File: config.mk
export PLATFORM = sky130hd
export DESIGN_NAME = btn_event_arbiter
export DESIGN_NICKNAME = d
export VERILOG_FILES = /design/src/rtl/atm_btn_pkg.sv /design/src/rtl/btn_debounce_ch.sv /design/src/rtl/btn_event_arbiter.sv
export SDC_FILE = /design/constraint.sdc
export NUM_CORES = 1
export LEC_CHECK = 0
export CORE_MARGIN = 1
export CORE_UTILIZATION = 63
export DETAILED_ROUTE_END_ITERATION = 10
export HOLD_SLACK_MARGIN = 0.12
export PLACE_DENSITY_LB_ADDON = 0.12
export SKIP_CTS_REPAIR_TIMING = 1
export SYNTH_ARGS = -nofsm -noshare
export SYNTH_HDL_FRONTEND = slang
export SYNTH_SLANG_ARGS = --single-unit
File: constraint.sdc
create_clock -name clk -period 3.4 [get_ports clk]
set_input_delay 0.34 -clock clk [delete_from_list [all_inputs] [get_ports clk]]
set_output_delay 0.34 -clock clk [all_outputs]
set_load 0.01 [all_outputs]
File: src/rtl/atm_btn_pkg.sv
// Shared constants and types for the ATM push-button keypad front end.
package atm_btn_pkg;

   localparam int N_BTN          = 4;
   localparam int IDW            = $clog2(N_BTN);
   localparam int FIFO_DEPTH     = 4;
   localparam int DEB_CYCLES_HW  = 5_000_000;   // 50 ms at 100 MHz
   localparam int DEB_CYCLES_SIM = 8;           // short debounce window for simulation

   typedef logic [IDW-1:0] btn_id_t;

   // Increment an index and wrap it back to zero at n (n need not be a power of 2).
   function automatic int wrap_inc(input int idx, input int n);
      return (idx + 1 >= n) ? 0 : idx + 1;
   endfunction

endpackage

File: src/rtl/btn_debounce_ch.sv
// One debounce channel: 2-flop synchroniser, arm flag, saturating stable-low
// counter and a single-cycle registered press pulse per accepted press.
module btn_debounce_ch
   import atm_btn_pkg::*;
#(
   parameter int DEB_CYCLES = DEB_CYCLES_HW
) (
   input  logic clk,
   input  logic rst_n,
   input  logic btn_n,
   output logic press
);

   localparam int              CW       = $clog2(DEB_CYCLES + 1);
   localparam logic [CW-1:0]   CNT_FIRE = CW'(DEB_CYCLES - 1);
   localparam logic [CW-1:0]   CNT_MAX  = CW'(DEB_CYCLES);

   logic [1:0]    sync;
   logic          btn_s;
   logic          armed;
   logic [CW-1:0] cnt;

   // Synchroniser; resets to the pressed level so a key held through reset reads as
   // pressed and the channel cannot arm until it is seen released.
   // NOTE: clocked state uses non-blocking (<=) so every flop samples pre-edge values.
   always_ff @(posedge clk or negedge rst_n) begin
      if (!rst_n) sync <= 2'b00;
      else        sync <= {sync[0], btn_n};
   end

   assign btn_s = ~sync[1];

   // Arm on the first released cycle after reset.
   always_ff @(posedge clk or negedge rst_n) begin
      if (!rst_n)      armed <= 1'b0;
      else if (!btn_s) armed <= 1'b1;
   end

   // Count consecutive pressed cycles; clear on release, saturate instead of wrapping.
   always_ff @(posedge clk or negedge rst_n) begin
      if (!rst_n)                       cnt <= '0;
      else if (!btn_s)                  cnt <= '0;
      else if (armed && cnt != CNT_MAX) cnt <= cnt + 1'b1;
   end

   // Fire once when the count passes the debounce threshold; saturation blocks repeats.
   always_ff @(posedge clk or negedge rst_n) begin
      if (!rst_n) press <= 1'b0;
      else        press <= btn_s && armed && (cnt == CNT_FIRE);
   end

endmodule

File: src/rtl/btn_event_arbiter.sv
// Keypad front end: N debounce channels, per-button pending flags, a round-robin
// arbiter and a small event FIFO drained through a valid/ready port.
module btn_event_arbiter #(
   parameter int N_BTN      = atm_btn_pkg::N_BTN,
   parameter int DEB_CYCLES = atm_btn_pkg::DEB_CYCLES_HW,
   parameter int FIFO_DEPTH = atm_btn_pkg::FIFO_DEPTH,
   parameter int IDW        = $clog2(N_BTN)
) (
   input  logic             clk,
   input  logic             rst_n,
   input  logic [N_BTN-1:0] btn_n,
   output logic             evt_valid,
   output logic [IDW-1:0]   evt_id,
   input  logic             evt_ready,
   output logic             evt_overflow,
   input  logic             clr_overflow
);

   localparam int AW = $clog2(FIFO_DEPTH);

   logic [N_BTN-1:0] press;
   logic [N_BTN-1:0] pend;
   logic [N_BTN-1:0] pend_nxt;
   logic [N_BTN-1:0] grant;
   logic [N_BTN-1:0] drop;
   logic [IDW-1:0]   rr_ptr;
   logic [IDW-1:0]   grant_idx;
   logic             grant_valid;

   logic [IDW-1:0]   mem [FIFO_DEPTH];
   logic [AW-1:0]    wr_ptr;
   logic [AW-1:0]    rd_ptr;
   logic [AW:0]      count;
   logic             full;
   logic             push;
   logic             pop;

   for (genvar i = 0; i < N_BTN; i++) begin : g_ch
      btn_debounce_ch #(
         .DEB_CYCLES (DEB_CYCLES)
      ) u_ch (
         .clk   (clk),
         .rst_n (rst_n),
         .btn_n (btn_n[i]),
         .press (press[i])
      );
   end

   // Full decodes the registered count, so a pop in the same cycle never frees a slot.
   assign full = (count == (AW+1)'(FIFO_DEPTH));
   assign push = grant_valid;
   assign pop  = evt_valid && evt_ready;

   // Round-robin search from rr_ptr for the first pending button.
   // NOTE: every combinational output gets a default first so no path infers a latch.
   always_comb begin
      int idx;
      idx         = 0;
      grant       = '0;
      grant_idx   = '0;
      grant_valid = 1'b0;
      if (!full) begin
         for (int k = 0; k < N_BTN; k++) begin
            idx = int'(rr_ptr) + k;
            if (idx >= N_BTN) idx = idx - N_BTN;
            if (!grant_valid && pend[idx]) begin
               grant_valid = 1'b1;
               grant_idx   = IDW'(idx);
               grant[idx]  = 1'b1;
            end
         end
      end
   end

   // A new press always wins over a grant; a press onto an ungranted pending flag is lost.
   always_comb begin
      pend_nxt = (pend & ~grant) | press;
      drop     = press & pend & ~grant;
   end

   // Pending flags.
   always_ff @(posedge clk or negedge rst_n) begin
      if (!rst_n) pend <= '0;
      else        pend <= pend_nxt;
   end

   // Round-robin pointer moves just past the button that was served.
   always_ff @(posedge clk or negedge rst_n) begin
      if (!rst_n)           rr_ptr <= '0;
      else if (grant_valid) rr_ptr <= IDW'(atm_btn_pkg::wrap_inc(int'(grant_idx), N_BTN));
   end

   // Sticky overflow; a drop in the same cycle as a clear keeps the flag set.
   always_ff @(posedge clk or negedge rst_n) begin
      if (!rst_n)            evt_overflow <= 1'b0;
      else if (|drop)        evt_overflow <= 1'b1;
      else if (clr_overflow) evt_overflow <= 1'b0;
   end

   // FIFO storage.
   // NOTE: the entry array has no reset; pointers and count define which entries are live.
   always_ff @(posedge clk) begin
      if (push) mem[wr_ptr] <= grant_idx;
   end

   // FIFO pointers and occupancy; pointers wrap naturally since the depth is a power of 2.
   always_ff @(posedge clk or negedge rst_n) begin
      if (!rst_n) begin
         wr_ptr <= '0;
         rd_ptr <= '0;
         count  <= '0;
      end else begin
         if (push) wr_ptr <= wr_ptr + 1'b1;
         if (pop)  rd_ptr <= rd_ptr + 1'b1;
         case ({push, pop})
            2'b10:   count <= count + 1'b1;
            2'b01:   count <= count - 1'b1;
            default: count <= count;
         endcase
      end
   end

   assign evt_valid = (count != '0);
   assign evt_id    = evt_valid ? mem[rd_ptr] : '0;

endmodule
## Word-level counts from Yosys, hierarchy flattened

Memories as Yosys holds them, arrays and structs flattened.
Cells that the tools add are included.

- $lt $le $gt $ge: 13
- Equality and inequality tests: 11
- Mux-type cells: 64
- $add $sub $neg: 16
- Bitwise logic cells: 12
- Reduce and logical (&&, ||, !) cells: 31

Operators by type and width:

| cell | count |
|---|---|
| $mux W32 | 8 |
| $mux W23 | 8 |
| $ge A32 B1 Y1 const B | 4 |
| $lt A32 B4 Y1 const B | 4 |
| $add A23 B1 Y23 const B | 4 |
| $eq A23 B23 Y1 const B | 4 |
| $ne A23 B23 Y1 const B | 4 |
| $mux W4 | 8 |
| $mux W1 | 24 |
| $logic_and A1 B1 Y1 | 20 |
| $or A4 B4 Y4 | 4 |
| $mux W2 | 7 |
| $and A4 B4 Y4 | 3 |
| $ge A3 B3 Y1 const B | 4 |
| $reduce_bool A2 Y1 | 6 |
| $sub A3 B3 Y4 const B | 3 |
| $bmux W1 S2 | 4 |
| $demux W1 S2 | 4 |
| $add A2 B1 Y3 const B | 2 |
| $add A2 B2 Y3 const B | 2 |
| $pmux W3 S2 | 1 |
| $add A2 B1 Y2 const B | 2 |
| $not A1 Y1 | 4 |
| $not A4 Y4 | 1 |
| 10 further kinds | 12 |

- Flip-flop bits (word level): 122
- Input port bits: 8
- Memory bits (writable): 8
- Memories: 1

Memory list:

| name | depth | bits a word | rd ports | clocked after Yosys merged registers in | wr ports | line | source |
|---|---|---|---|---|---|---|---|
| mem | 4 | 2 | 1 | 0 | 1 | btn_event_arbiter.sv:30 | `logic [IDW-1:0] mem [FIFO_DEPTH];` |

## Logic depth before layout (Yosys ltp)

- Word-level depth: 24
- Depth in mapped cells: 12
- Depth with buffers taken out: 10

## Hierarchy

A second synthesis with hierarchy kept.

- Cells, all modules: 767
- Area total of the unflattened synthesis: 7489.7 µm²

Modules (own cells, without submodules):

| module | times used | cells each | area an instance (µm²) |
|---|---|---|---|
| btn_debounce_ch | 4 | 158 | 1498.9 |
| btn_event_arbiter | 1 | 135 | 1493.9 |

## Least setup slack after synthesis

No wires, ideal clock.

- Path type: reg-to-reg
- Start: reg rr_ptr[0]
- End: reg rr_ptr[1]
- Buffers on the path: 2
- Slack: 0.859 ns
- Data arrival time: 2.398 ns
- Clock period less this slack: 2.541 ns
- Stages on the path, launching flop included: 12
- Library setup time: 0.143 ns
- Cell sequence: dfrtp_1 buf_6 inv_1 ha_1 clkbuf_1 mux4_2 a31oi_1 or3_1 a21oi_2 ha_1 nand2_1 o21ai_0

- Longest elaborated chain between the ends: 23
- Elaborated cells between the ends (all ways): 53
- Those cells by class: 8 x add/sub; 5 x order compare; 34 x mux; 6 x reduce/logical

RTL lines:

| what | line | source |
|---|---|---|
| start: declaration | btn_event_arbiter.sv:26 | `logic [IDW-1:0] rr_ptr;` |
| start signal: assignment | btn_event_arbiter.sv:90 | `else if (grant_valid) rr_ptr <= IDW'(atm_btn_pkg::wrap_inc(int'(grant_idx), N_BTN));` |
| $sub A2 B3 Y4 / $ge A2 B3 Y1 (equally long branches) | btn_event_arbiter.sv:65 | `if (idx >= N_BTN) idx = idx - N_BTN;` |
| $mux W32 | btn_event_arbiter.sv:65 |  |
| $mux W32 | btn_event_arbiter.sv:62 | `if (!full) begin` |
| $bmux W1 S2 | btn_event_arbiter.sv:66 | `if (!grant_valid && pend[idx]) begin` |
| $mux W1 (implied by the code) (2 in series) | btn_event_arbiter.sv:66 |  |
| $mux W1 | btn_event_arbiter.sv:66 |  |
| $mux W1 | btn_event_arbiter.sv:62 |  |
| $logic_not A1 Y1 | btn_event_arbiter.sv:66 |  |
| [7 not listed] | n/a |  |
| $logic_not A1 Y1 | btn_event_arbiter.sv:66 |  |
| $logic_and A1 B1 Y1 | btn_event_arbiter.sv:66 |  |
| $mux W2 (*) | btn_event_arbiter.sv:66 |  |
| $mux W2 (*) | btn_event_arbiter.sv:62 |  |
| named net grant_idx[0] | btn_event_arbiter.sv:27 | `logic [IDW-1:0] grant_idx;` |
| $add A2 B1 Y3 (*) | atm_btn_pkg.sv:14 | `return (idx + 1 >= n) ? 0 : idx + 1;` |
| $ge A3 B3 Y1 | atm_btn_pkg.sv:14 |  |
| $mux W2 (*) | atm_btn_pkg.sv:14 |  |

Mark *: on every way through the listed nets, which the timed path passes. The rest lies on a longest branch. The select of a mux whose other input is x is not followed.
A chain may end at the register's enable or synchronous reset.

## Worst setup path after layout

Same ends and word-level chain as after synthesis.

==> results.json <==
{
  "nNetsFinal": 714,
  "skew_ns": 0.00456,
  "insertion_delay_ns": 0.53,
  "antenna_left": 0,
  "synth_edf_count": 8,
  "swShare_pct": 22.7,
  "p_int_w": 0.00292,
  "clkSinkCount": 130,
  "port_buffers": 11,
  "antenna_found_initial": 0,
  "arrival_ns": 3.38,
  "netlist_instances": 679,
  "avgSynthCellArea_sq_um": 9.95,
  "drive_above_1_share_pct": 7.31,
  "synth_area_sq_um": 6750,
  "crit_chain": "inv_1, ha_1, nor4b_1, a22oi_1, o21ai_1, a221oi_1, nor2_1, ha_1, nand2_1, o21ai_0",
  "clkTransAtPathRegs_ns": 0.06,
  "peakVddDrop_uv": 544,
  "dp_hpwl_um": 8350,
  "period_share_pct": 87.7,
  "yosysTopAreaCell": "dfrtp_1",
  "outcome": "finished clean",
  "sequentialPowerShare_pct": 44.5,
  "grt_max_degree": 76,
  "grt_first_pass_wirelength_um": 22000,
  "worst_pin_slew_ns": 0.986,
  "ys_warn_count": 0,
  "htreeDepth": 4,
  "power_density_nw_per_um2": 501,
  "clockRootBuffer": "clkbuf_8",
  "die_h_um": 106,
  "reg2reg_to": "rr_ptr[1]$_DFFE_PN0P_",
  "globalRouteTotalUtil_pct": 24.9,
  "fmaxAchievable_ghz": 0.335,
  "syn_nets": 706,
  "fp.dieW_um": 106,
  "p_clk_share_pct": 48.8,
  "drt-initial-drc-count": 326,
  "cts_tree": "done",
  "dr.pass1.iters": 5,
  "critical-path-slowest-cell": "dfrtp_1",
  "gp_congestion": 0.839,
  "initial_core_util_pct": 65.1,
  "grt_pass1_vias": 4751,
  "synth_top_area_share_pct": 45.2,
  "antenna_cells": 0,
  "grt-ovfl-total": 0,
  "route.vias.total": 4923,
  "placed_area_sq_um": 6940,
  "cts_buffers": 17,
  "critPathRequiredTime_ns": 3.80,
  "ys_top_cells_by_area": "dfrtp_1, xor2_1, nor2_1",
  "rsz0062_at_grt": "no",
  "synth.distinct_cells": 60,
  "clockBufferDepth": 2,
  "r2r_cells": 10,
  "critPathKind": "reg -> reg",
  "synth_ff_type": "dfrtp_1",
  "power_frac_comb_pct": 6.8,
  "max_slew_margin_pct": 34.2,
  "wl_um": 12700,
  "maxSlewViolCount": 0,
  "vias_per_cell": 5.90,
  "worstPathMaxFanout": 15,
  "yosysSeqAreaShare_pct": 48.8,
  "r2r_setup_slack_ns": 0.42,
  "io_pins": 12,
  "syn2layout_area_growth_pct": 11.8,
  "power_leakage_nw": 3.14,
  "crit_path_start": "rr_ptr[0]$_DFFE_PN0P_",
  "core_area_sq_um": 10400,
  "finalSetupViolations": 0,
  "synth-seq-cells": 130,
  "fin_area_sq_um": 7550,
  "finalCriticalPeriod_ns": 2.98,
  "fin_setup_tns_ns": 0,
  "end_kind": "flop",
  "endpoint": "rr_ptr[1]$_DFFE_PN0P_",
  "switching_power_w": 0.000857,
  "hold_viol": 0,
  "timing.critical_path.mode_cell": "ha_1",
  "startpoint_type": "flop",
  "r2r_start": "rr_ptr[0]$_DFFE_PN0P_",
  "cpPeakStageDelay_ns": 0.69,
  "dieArea_sq_um": 11100,
  "drc": 0,
  "fp-row-count": 37,
  "hp-class": "in -> reg",
  "maxCapViolations": 0,
  "wl_per_cell_um": 15.3,
  "synth-async-reset-ratio_pct": 93.8
}
## per-stage QoR
stage | hold slack [ns] | setup WS [ns] | instances | util (%) | power, W
5_1_grt | 0.229 | 0.116 | 834 | 72.8 | 0.00392
3_5_place_dp | 0.338 | 0.441 | 803 | 67.0 | 0.00197
6_report | 0.253 | 0.417 | 834 | 72.8 | 0.00378
2_1_floorplan | 0.0444 | 0.859 | 679 | - | 0.00185
3_3_place_gp | 0.336 | 0.589 | 803 | 67.0 | 0.00195
4_1_cts | -0.167 | 0.430 | 833 | 72.7 | 0.00382
## Yosys cell counts (all sizes together), types with 15 or more instances
master  number
inv         27
clkbuf      17
xnor2       27
ha          18
a21oi       25
dfrtp      122
nand4       27
nor2        96
xor2        50
o21ai       29
and3        15
nand2       44
or3         19
nand3       29
## layout by cell type, fill, tap and decap left out, types with 8 or more instances in the layout
cell type | Yosys | routed
clkdlybuf4s50_1 | 0 | 10
and2_1 | 13 | 13
nand4_1 | 27 | 27
nor3_1 | 10 | 10
and4_1 | 8 | 8
clkbuf_16 | 0 | 16
a21oi_1 | 23 | 23
ha_1 | 18 | 18
dfrtp_1 | 122 | 122
xnor2_1 | 27 | 27
or3_1 | 19 | 19
nor2_1 | 96 | 96
xor2_1 | 50 | 50
and3_1 | 15 | 15
edfxtp_1 | 8 | 8
inv_1 | 27 | 27
nor4_1 | 11 | 11
nand2_1 | 44 | 44
o21ai_0 | 27 | 27
nand3_1 | 29 | 29
## power by group through the flow
| stage | logic (W) | registers, W | clock network [W] |
|---|---|---|---|
| finish | 0.000257 | 0.00168 | 0.00184 |
| global route | 0.000292 | 0.00169 | 0.00194 |
| CTS | 0.000264 | 0.00168 | 0.00187 |
| detailed placement | 0.000260 | 0.00171 | 0 |
| global placement | 0.000249 | 0.00170 | 0 |
| floorplan | 0.000170 | 0.00168 | 0 |
## flip-flops by register name (all words and copies together), names as in the netlist
signal and flops:
g_ch.u_ch.cnt 92, g_ch.u_ch.sync 8, mem 8, g_ch.u_ch.armed 4, g_ch.u_ch.press 4, pend 4, count 3, rd_ptr 2
rr_ptr 2, wr_ptr 2, evt_overflow 1
## cell families (layout without fill, tap and decap cells)
family / count (synthesis) / after routing / share of synthesized area, %
AOI/OAI and AO/OA: 80 / 80 / 7.47
xor gates and xnor gates: 77 / 77 / 9.99
adders and majority gates: 19 / 19 / 3.63
buffers and inverters: 52 / 71 / 3.19
DFF: 130 / 130 / 48.8
muxes: 12 / 12 / 2.74
and+or+nand+nor: 309 / 309 / 24.2
## layout make-up
| class | count | area (sq um) |
|---|---|---|
| multi-input cells | 497 | 3240 |
| repair buffers | 14 | 145 |
| flip-flops and latches | 130 | 3290 |
| clock buffers | 19 | 432 |
| fillers | 741 | 2820 |
| clock inverters | 11 | 161 |
| inverters | 27 | 101 |
| well taps | 136 | 170 |
## critical path: cells and delay by family, from the launching register on
family | cells | cell delay, ns
compound gates | 4 | 0.62
fa+ha+maj | 2 | 0.72
simple gates | 3 | 0.67
flops | 1 | 0.69
buf+inv | 1 | 0.15
## worst min-delay path by stage
stage                                               from  slack [ns]                          endpoint  cells after the start
after global routing                            btn_n[2]        0.23    g_ch[2].u_ch.sync[0]$_DFF_PN0_                      1
after detailed placement  g_ch[2].u_ch.sync[0]$_DFF_PN0_        0.34    g_ch[2].u_ch.sync[1]$_DFF_PN0_                      0
after floorplan                                    rst_n        0.04              count[0]$_DFFE_PN0P_                      0
after global placement    g_ch[0].u_ch.sync[0]$_DFF_PN0_        0.34    g_ch[0].u_ch.sync[1]$_DFF_PN0_                      0
after CTS                                          rst_n       -0.17  g_ch[0].u_ch.cnt[11]$_DFFE_PN0P_                      1
final                                           btn_n[2]        0.25    g_ch[2].u_ch.sync[0]$_DFF_PN0_                      1
## metal layers
metal	GRT usage (%)	part of all wire (%)
met5	0	0
met4	9.52	1.3
met3	5.19	3.3
met2	40.0	49
met1	33.3	46
Power figures use the tool's default switching activity.
==> RTL change 1, RTL diff (config.mk and constraints unchanged) <==
The package constant `DEB_CYCLES_HW` goes from 5_000_000 to 2_500_000.
--- a/src/rtl/atm_btn_pkg.sv
+++ b/src/rtl/atm_btn_pkg.sv
@@ -4,7 +4,7 @@
    localparam int N_BTN          = 4;
    localparam int IDW            = $clog2(N_BTN);
    localparam int FIFO_DEPTH     = 4;
-   localparam int DEB_CYCLES_HW  = 5_000_000;   // 50 ms at 100 MHz
+   localparam int DEB_CYCLES_HW  = 2_500_000;   // 50 ms at 100 MHz
    localparam int DEB_CYCLES_SIM = 8;           // short debounce window for simulation
 
    typedef logic [IDW-1:0] btn_id_t;
Check against the original RTL: no difference found for any inputs over 10 cycles, from zero or initial values and one cycle with rst_n low; that may be too few to reach the edited logic, so the function may still have changed.
==> RTL change 1 against the unedited design <==
  * Worst setup slack gained 0.032 ns
  * Die area shrank 2.6%
  * Routed wire length shrank 1.7%
  * Power shrank 2.8%
  * Sequential cell count shrank 4
  * Area after synthesis shrank 2.7%
  * Via count shrank 3.4%
  * Count of clock-buffer cells in the layout grew 2
  * Synthesized cell count shrank 4.0%
  * Cell area shrank 2.6%
  * First-iteration DRC count shrank 19%
  * Sequential share of layout area shrank 0.22 points
  * Critical path type unchanged
  * Critical endpoint is now rr_ptr[0]$_DFFE_PN0P_
  * Largest cell class unchanged
  * Largest power group unchanged
==> RTL change 1: results (changes against the unedited design) <==
Distinct cells, synth: 54 (-10%)
Largest regs: g_ch.u_ch.cnt x88, g_ch.u_ch.sync x8, mem x8
WP data arrival: 3.37 ns (about the same)
vias per inst: 5.88 (-0.41%)
met2 usage: 39.7% (-0.28 points)
Area contributors post-synth: dfrtp_1, xor2_1, nor2_1, xnor2_1, edfxtp_1
Synth async-reset ratio: 93.7% (-0.20 points)
Clock Skew: 0.0117 ns (+0.00715 ns)
Lkg Pwr: 3.04 nW (-3.1%)
met1 usage: 32.9% (-0.40 points)
Hold WC Path Type: input pin to flop
Avg WL per Cell: 15.5 µm (+1.3%)
first drt pass iteration count: 4 (-1)
vias in the first global route: 4670 (-1.7%)
syn nets: 679 (-3.8%)
1st-iter DRT viols: 265 (-19%)
Total Routing Usage GR: 24.7% (-0.12 points)
status: finished clean
Slew Limit Headroom: 44.7% (+10 points)
Cell Int Power: 2.86 mW (-2.3%)
CP max stage delay: 0.58 ns (-0.11 ns)
GPL Wtd Cong: 0.951 (+13%)
Max rail drop VDD: 0.347 mV (-36%)
HPWL Detailed: 8130 µm (-2.7%)
CP max stage cell: mux4_2
synth warn: 0 (unchanged)
Crit Path Max Fanout: 9 (-6)
largest net degree at the start of global routing: 56 (-26%)
largest delay contributor family on the critical path: simple AND/OR/NAND/NOR gates
ratio of cells with drive above 1 in the final layout: 7.69% (+0.39 points)
sequential cell area fraction in the yosys report: 48.6% (-0.19 points)
GR Layer Usage met3: 6.33% (+1.1 points)
Synth top cells by count: dfrtp_1, nor2_1, xor2_1, nand2_1, nand3_1
first-pass GRT wire length: 21500 µm (-2.2%)
NumNets Final: 692 (-3.1%)
EDFF count, synth: 8 (unchanged)
RTL change 1: cell count changes after synthesis, sizes merged, moves of 6 or more:
cell	before	now
or3	19	10
nand3	29	36
o21ai	29	17
nor2	96	105
a21oi	25	12
xnor2	27	33
nand2	44	38
nor3	10	16
RTL change 1: stage by stage:
| step | cell area, µm² | cells | total power, mW | worst slack [ns] |
|---|---|---|---|---|
| 3_3_place_gp | 6770 | 778 | 1.90 | 0.662 |
| 2_1_floorplan | 6570 | 652 | 1.80 | 0.725 |
| 4_1_cts | 7340 | 808 | 3.71 | 0.436 |
| 3_5_place_dp | 6770 | 778 | 1.91 | 0.480 |
| 6_report | 7350 | 809 | 3.67 | 0.449 |
| 5_1_grt | 7350 | 809 | 3.81 | 0.232 |
RTL change 1: per-layer routing:
| layer | part of all wire, % | wire, µm |
|---|---|---|
| met1 | 46 | 5760 |
| met2 | 49 | 6190 |
| met4 | 0.85 | 106 |
| met3 | 3.8 | 478 |
| met5 | 0 | 0 |
RTL change 1: cell type report:
class	instances	area (µm²)
repair buffers	16	160
inverters	26	97.6
clock buffers	21	429
flip-flops and latches	126	3190
fillers	689	2600
clock inverters	9	145
multi-input cells	478	3160
well taps	133	166
RTL change 1: logic make-up (layout without fill, tap and decap cells):
logic type | count (synthesis) | count (layout) | synth area share (%)
simple gates | 306 | 306 | 24.0
flops | 126 | 126 | 48.6
xor+xnor | 83 | 83 | 11.1
compound gates | 52 | 52 | 5.52
buf+inv | 48 | 72 | 3.29
fa+ha+maj | 19 | 19 | 3.73
mux | 18 | 18 | 3.77
RTL change 1: worst paths after layout:
| kind | endpoint | cells after the start | startpoint | slack (ns) |
|---|---|---|---|---|
| worst max-delay path | rr_ptr[0]$_DFFE_PN0P_ | 10 | rr_ptr[1]$_DFFE_PN0P_ | 0.45 |
| worst min-delay path | g_ch[1].u_ch.sync[0]$_DFF_PN0_ | 1 | btn_n[1] | 0.26 |
| worst max register to register | rr_ptr[0]$_DFFE_PN0P_ | 10 | rr_ptr[1]$_DFFE_PN0P_ | 0.45 |
| worst min register to register | g_ch[3].u_ch.sync[1]$_DFF_PN0_ | 0 | g_ch[3].u_ch.sync[0]$_DFF_PN0_ | 0.35 |
| max in group asynchronous | g_ch[3].u_ch.cnt[12]$_DFFE_PN0P_ | 3 | rst_n | 2.13 |
| min in group asynchronous | g_ch[2].u_ch.cnt[9]$_DFFE_PN0P_ | 2 | rst_n | 0.40 |
RTL change 1: power groups by stage:
stage	clock (mW)	combinational, mW	sequential, mW
2_1_floorplan	0	0.173	1.63
3_3_place_gp	0	0.243	1.65
3_5_place_dp	0	0.255	1.66
4_1_cts	1.82	0.257	1.63
5_1_grt	1.87	0.287	1.65
6_report	1.79	0.254	1.63
==> RTL change 2, RTL diff (same flow settings) <==
Without the edit above. Register the input `btn_n` before use, without a reset. The logic sees it one clock later. The other inputs are not delayed to match.
--- a/src/rtl/btn_event_arbiter.sv
+++ b/src/rtl/btn_event_arbiter.sv
@@ -17,6 +17,12 @@
 );
 
    localparam int AW = $clog2(FIFO_DEPTH);
+
+   logic [N_BTN-1:0] btn_n_q;
+
+   always_ff @(posedge clk) begin
+      btn_n_q <= btn_n;
+   end
 
    logic [N_BTN-1:0] press;
    logic [N_BTN-1:0] pend;
@@ -41,7 +47,7 @@
       ) u_ch (
          .clk   (clk),
          .rst_n (rst_n),
-         .btn_n (btn_n[i]),
+         .btn_n (btn_n_q[i]),
          .press (press[i])
       );
    end
Function: same outputs for any inputs over 10 cycles, from zero or initial values and one cycle with rst_n low; that may be too few to reach the edited logic, so the function may still have changed.
==> RTL change 2 against the unedited design <==
  * Power increased by 3.2%
  * Synthesized cell count increased by 3.2%
  * Clock skew about the same
  * Global-route usage increased by 1.7 points
  * Routed wire length increased by 5.0%
  * Count of clock-buffer cells in the layout increased by 2
  * Sequential cell count increased by 4
  * Utilization increased by 1.2 points
  * Via count increased by 3.7%
  * Worst setup slack improved by 0.17 ns
  * Cell area increased by 2.1%
  * Area after synthesis increased by 1.4%
  * Critical path type unchanged
  * Largest cell class unchanged
  * Largest power group unchanged
  * Highest routed layer unchanged
==> RTL change 2: results (changes against the unedited design) <==
Synth top cells by count: dfrtp_1, nor2_1, nand2_1, xnor2_1, xor2_1
vias in the first global route: 5134 (+8.1%)
NumNets Final: 739 (+3.5%)
vias per inst: 5.93 (+0.45%)
Slew Limit Headroom: 34.2% (about the same)
Area contributors post-synth: dfrtp_1, nor2_1, xnor2_1, xor2_1, edfxtp_1
PortBufs: 11 (unchanged)
clock buffer depth: 2 (unchanged)
largest delay contributor family on the critical path: adder cells
GPL Wtd Cong: 0.826 (-1.6%)
CTS H-Tree Depth: 4 (unchanged)
Max rail drop VDD: 0.527 mV (-3.0%)
post-synthesis compound-gate area fraction: 8.04% (+0.58 points)
fin. max-slew vios: 0 (unchanged)
synth warn: 0 (unchanged)
Total Routing Usage GR: 26.6% (+1.7 points)
Crit Path Max Fanout: 7 (-8)
Largest regs: g_ch.u_ch.cnt x92, g_ch.u_ch.sync x8, mem x8
clk slew on worst S/H paths: 0.06 ns (about the same)
Avg WL per Cell: 15.5 µm (+1.7%)
Clock Skew: 0.00479 ns (+0.000230 ns)
Lkg Pwr: 3.10 nW (-1.3%)
Clock Latency Late Sink: 0.54 ns
first-pass GRT wire length: 23600 µm (+7.5%)
root buffer cell: clkbuf_8
xor/xnor share of the synthesized area: 9.21% (-0.77 points)
status: finished clean
HPWL Detailed: 8390 µm (+0.49%)
EDFF count, synth: 8 (unchanged)
dpl ws: 0.654 ns (+0.213 ns)
Hold WC Path Type: input pin to flop
initial antenna violation count: 0 (unchanged)
CP max stage cell: ha_1
area share of fa/ha/maj cells after synthesis: 3.58% (-0.049 points)
first drt pass iteration count: 7 (+2)
Synth async-reset ratio: 91.0% (-2.8 points)
largest net degree at the start of global routing: 78 (+2.6%)
Num CTS Buffers: 17 (unchanged)
Distinct cells, synth: 50 (-17%)
mux share of post-synthesis cell area: 2.69% (-0.055 points)
syn nets: 728 (+3.1%)
WP data arrival: 3.22 ns (-0.16 ns)
1st-iter DRT viols: 281 (-14%)
CP max stage delay: 0.44 ns (-0.25 ns)
ratio of cells with drive above 1 in the final layout: 7.72% (+0.42 points)
diode count: 0 (unchanged)
sequential cell area fraction in the yosys report: 49.3% (+0.51 points)
## RTL change 2: cell types whose count changed after synthesis, moves of 4 or more
| cell | delta |
|---|---|
| dfxtp_1 | +4 |
| xnor2_1 | +10 |
| a21oi_1 | +4 |
| nor3_1 | +10 |
| xor2_1 | -15 |
| clkbuf_1 | +7 |
## RTL change 2: kinds of logic (layout without fill, tap and decap cells)
family,count (synthesis),in the layout
DFF,134,134
AOI/OAI and AO/OA,90,90
xor gates and xnor gates,72,72
muxes,13,13
buffers and inverters,54,78
adders and majority gates,19,19
and+or+nand+nor,319,319
## RTL change 2: layout make-up
type                       count  area [µm²]
multi-input combinational    513        3270
inverter                      27         101
timing repair buffer          19         183
tap                          136         170
clock inverter                11         144
fill                         740        2710
clock buffer                  21         470
sequential                   134        3370
## RTL change 2: stage by stage
| step | cell area [µm²] | instances | util, % |
|---|---|---|---|
| 3_5_place_dp | 7080 | 828 | 68.0 |
| 3_3_place_gp | 7080 | 828 | 68.0 |
| 5_1_grt | 7710 | 861 | 74.0 |
| 6_report | 7710 | 861 | 74.0 |
| 2_1_floorplan | 6850 | 701 | - |
| 4_1_cts | 7700 | 860 | 73.9 |
## RTL change 2: where the power goes
| part | internal [mW] | leakage, nW | switching (mW) |
|---|---|---|---|
| clock | 1.20 | 0.300 | 0.687 |
| sequential | 1.66 | 1.73 | 0.0751 |
| combinational | 0.127 | 1.06 | 0.157 |
## RTL change 2: per-layer routing
layer / GRT usage (%) / share of wire (%) / vias up
met5: 0 / 0 / -
met4: 11.2 / 1.4 / 0
met3: 5.89 / 3.1 / 15
met2: 43.1 / 50 / 87
met1: 34.5 / 46 / 2526
li1: - / - / 2477
## RTL change 2: path summary, 6_finish.rpt
path / from / end / slack (ns) / depth (start not counted)
worst max-delay path: rr_ptr[1]$_DFFE_PN0P_ / rr_ptr[1]$_DFFE_PN0P_ / 0.59 / 9
worst min-delay path: btn_n[0] / btn_n_q[0]$_DFF_P_ / 0.25 / 1
worst max register to register: rr_ptr[1]$_DFFE_PN0P_ / rr_ptr[1]$_DFFE_PN0P_ / 0.59 / 9
worst min register to register: btn_n_q[2]$_DFF_P_ / g_ch[2].u_ch.sync[0]$_DFF_PN0_ / 0.33 / 0
min in group asynchronous: rst_n / g_ch[1].u_ch.cnt[17]$_DFFE_PN0P_ / 0.52 / 2
max in group asynchronous: rst_n / g_ch[2].u_ch.cnt[22]$_DFFE_PN0P_ / 2.12 / 3
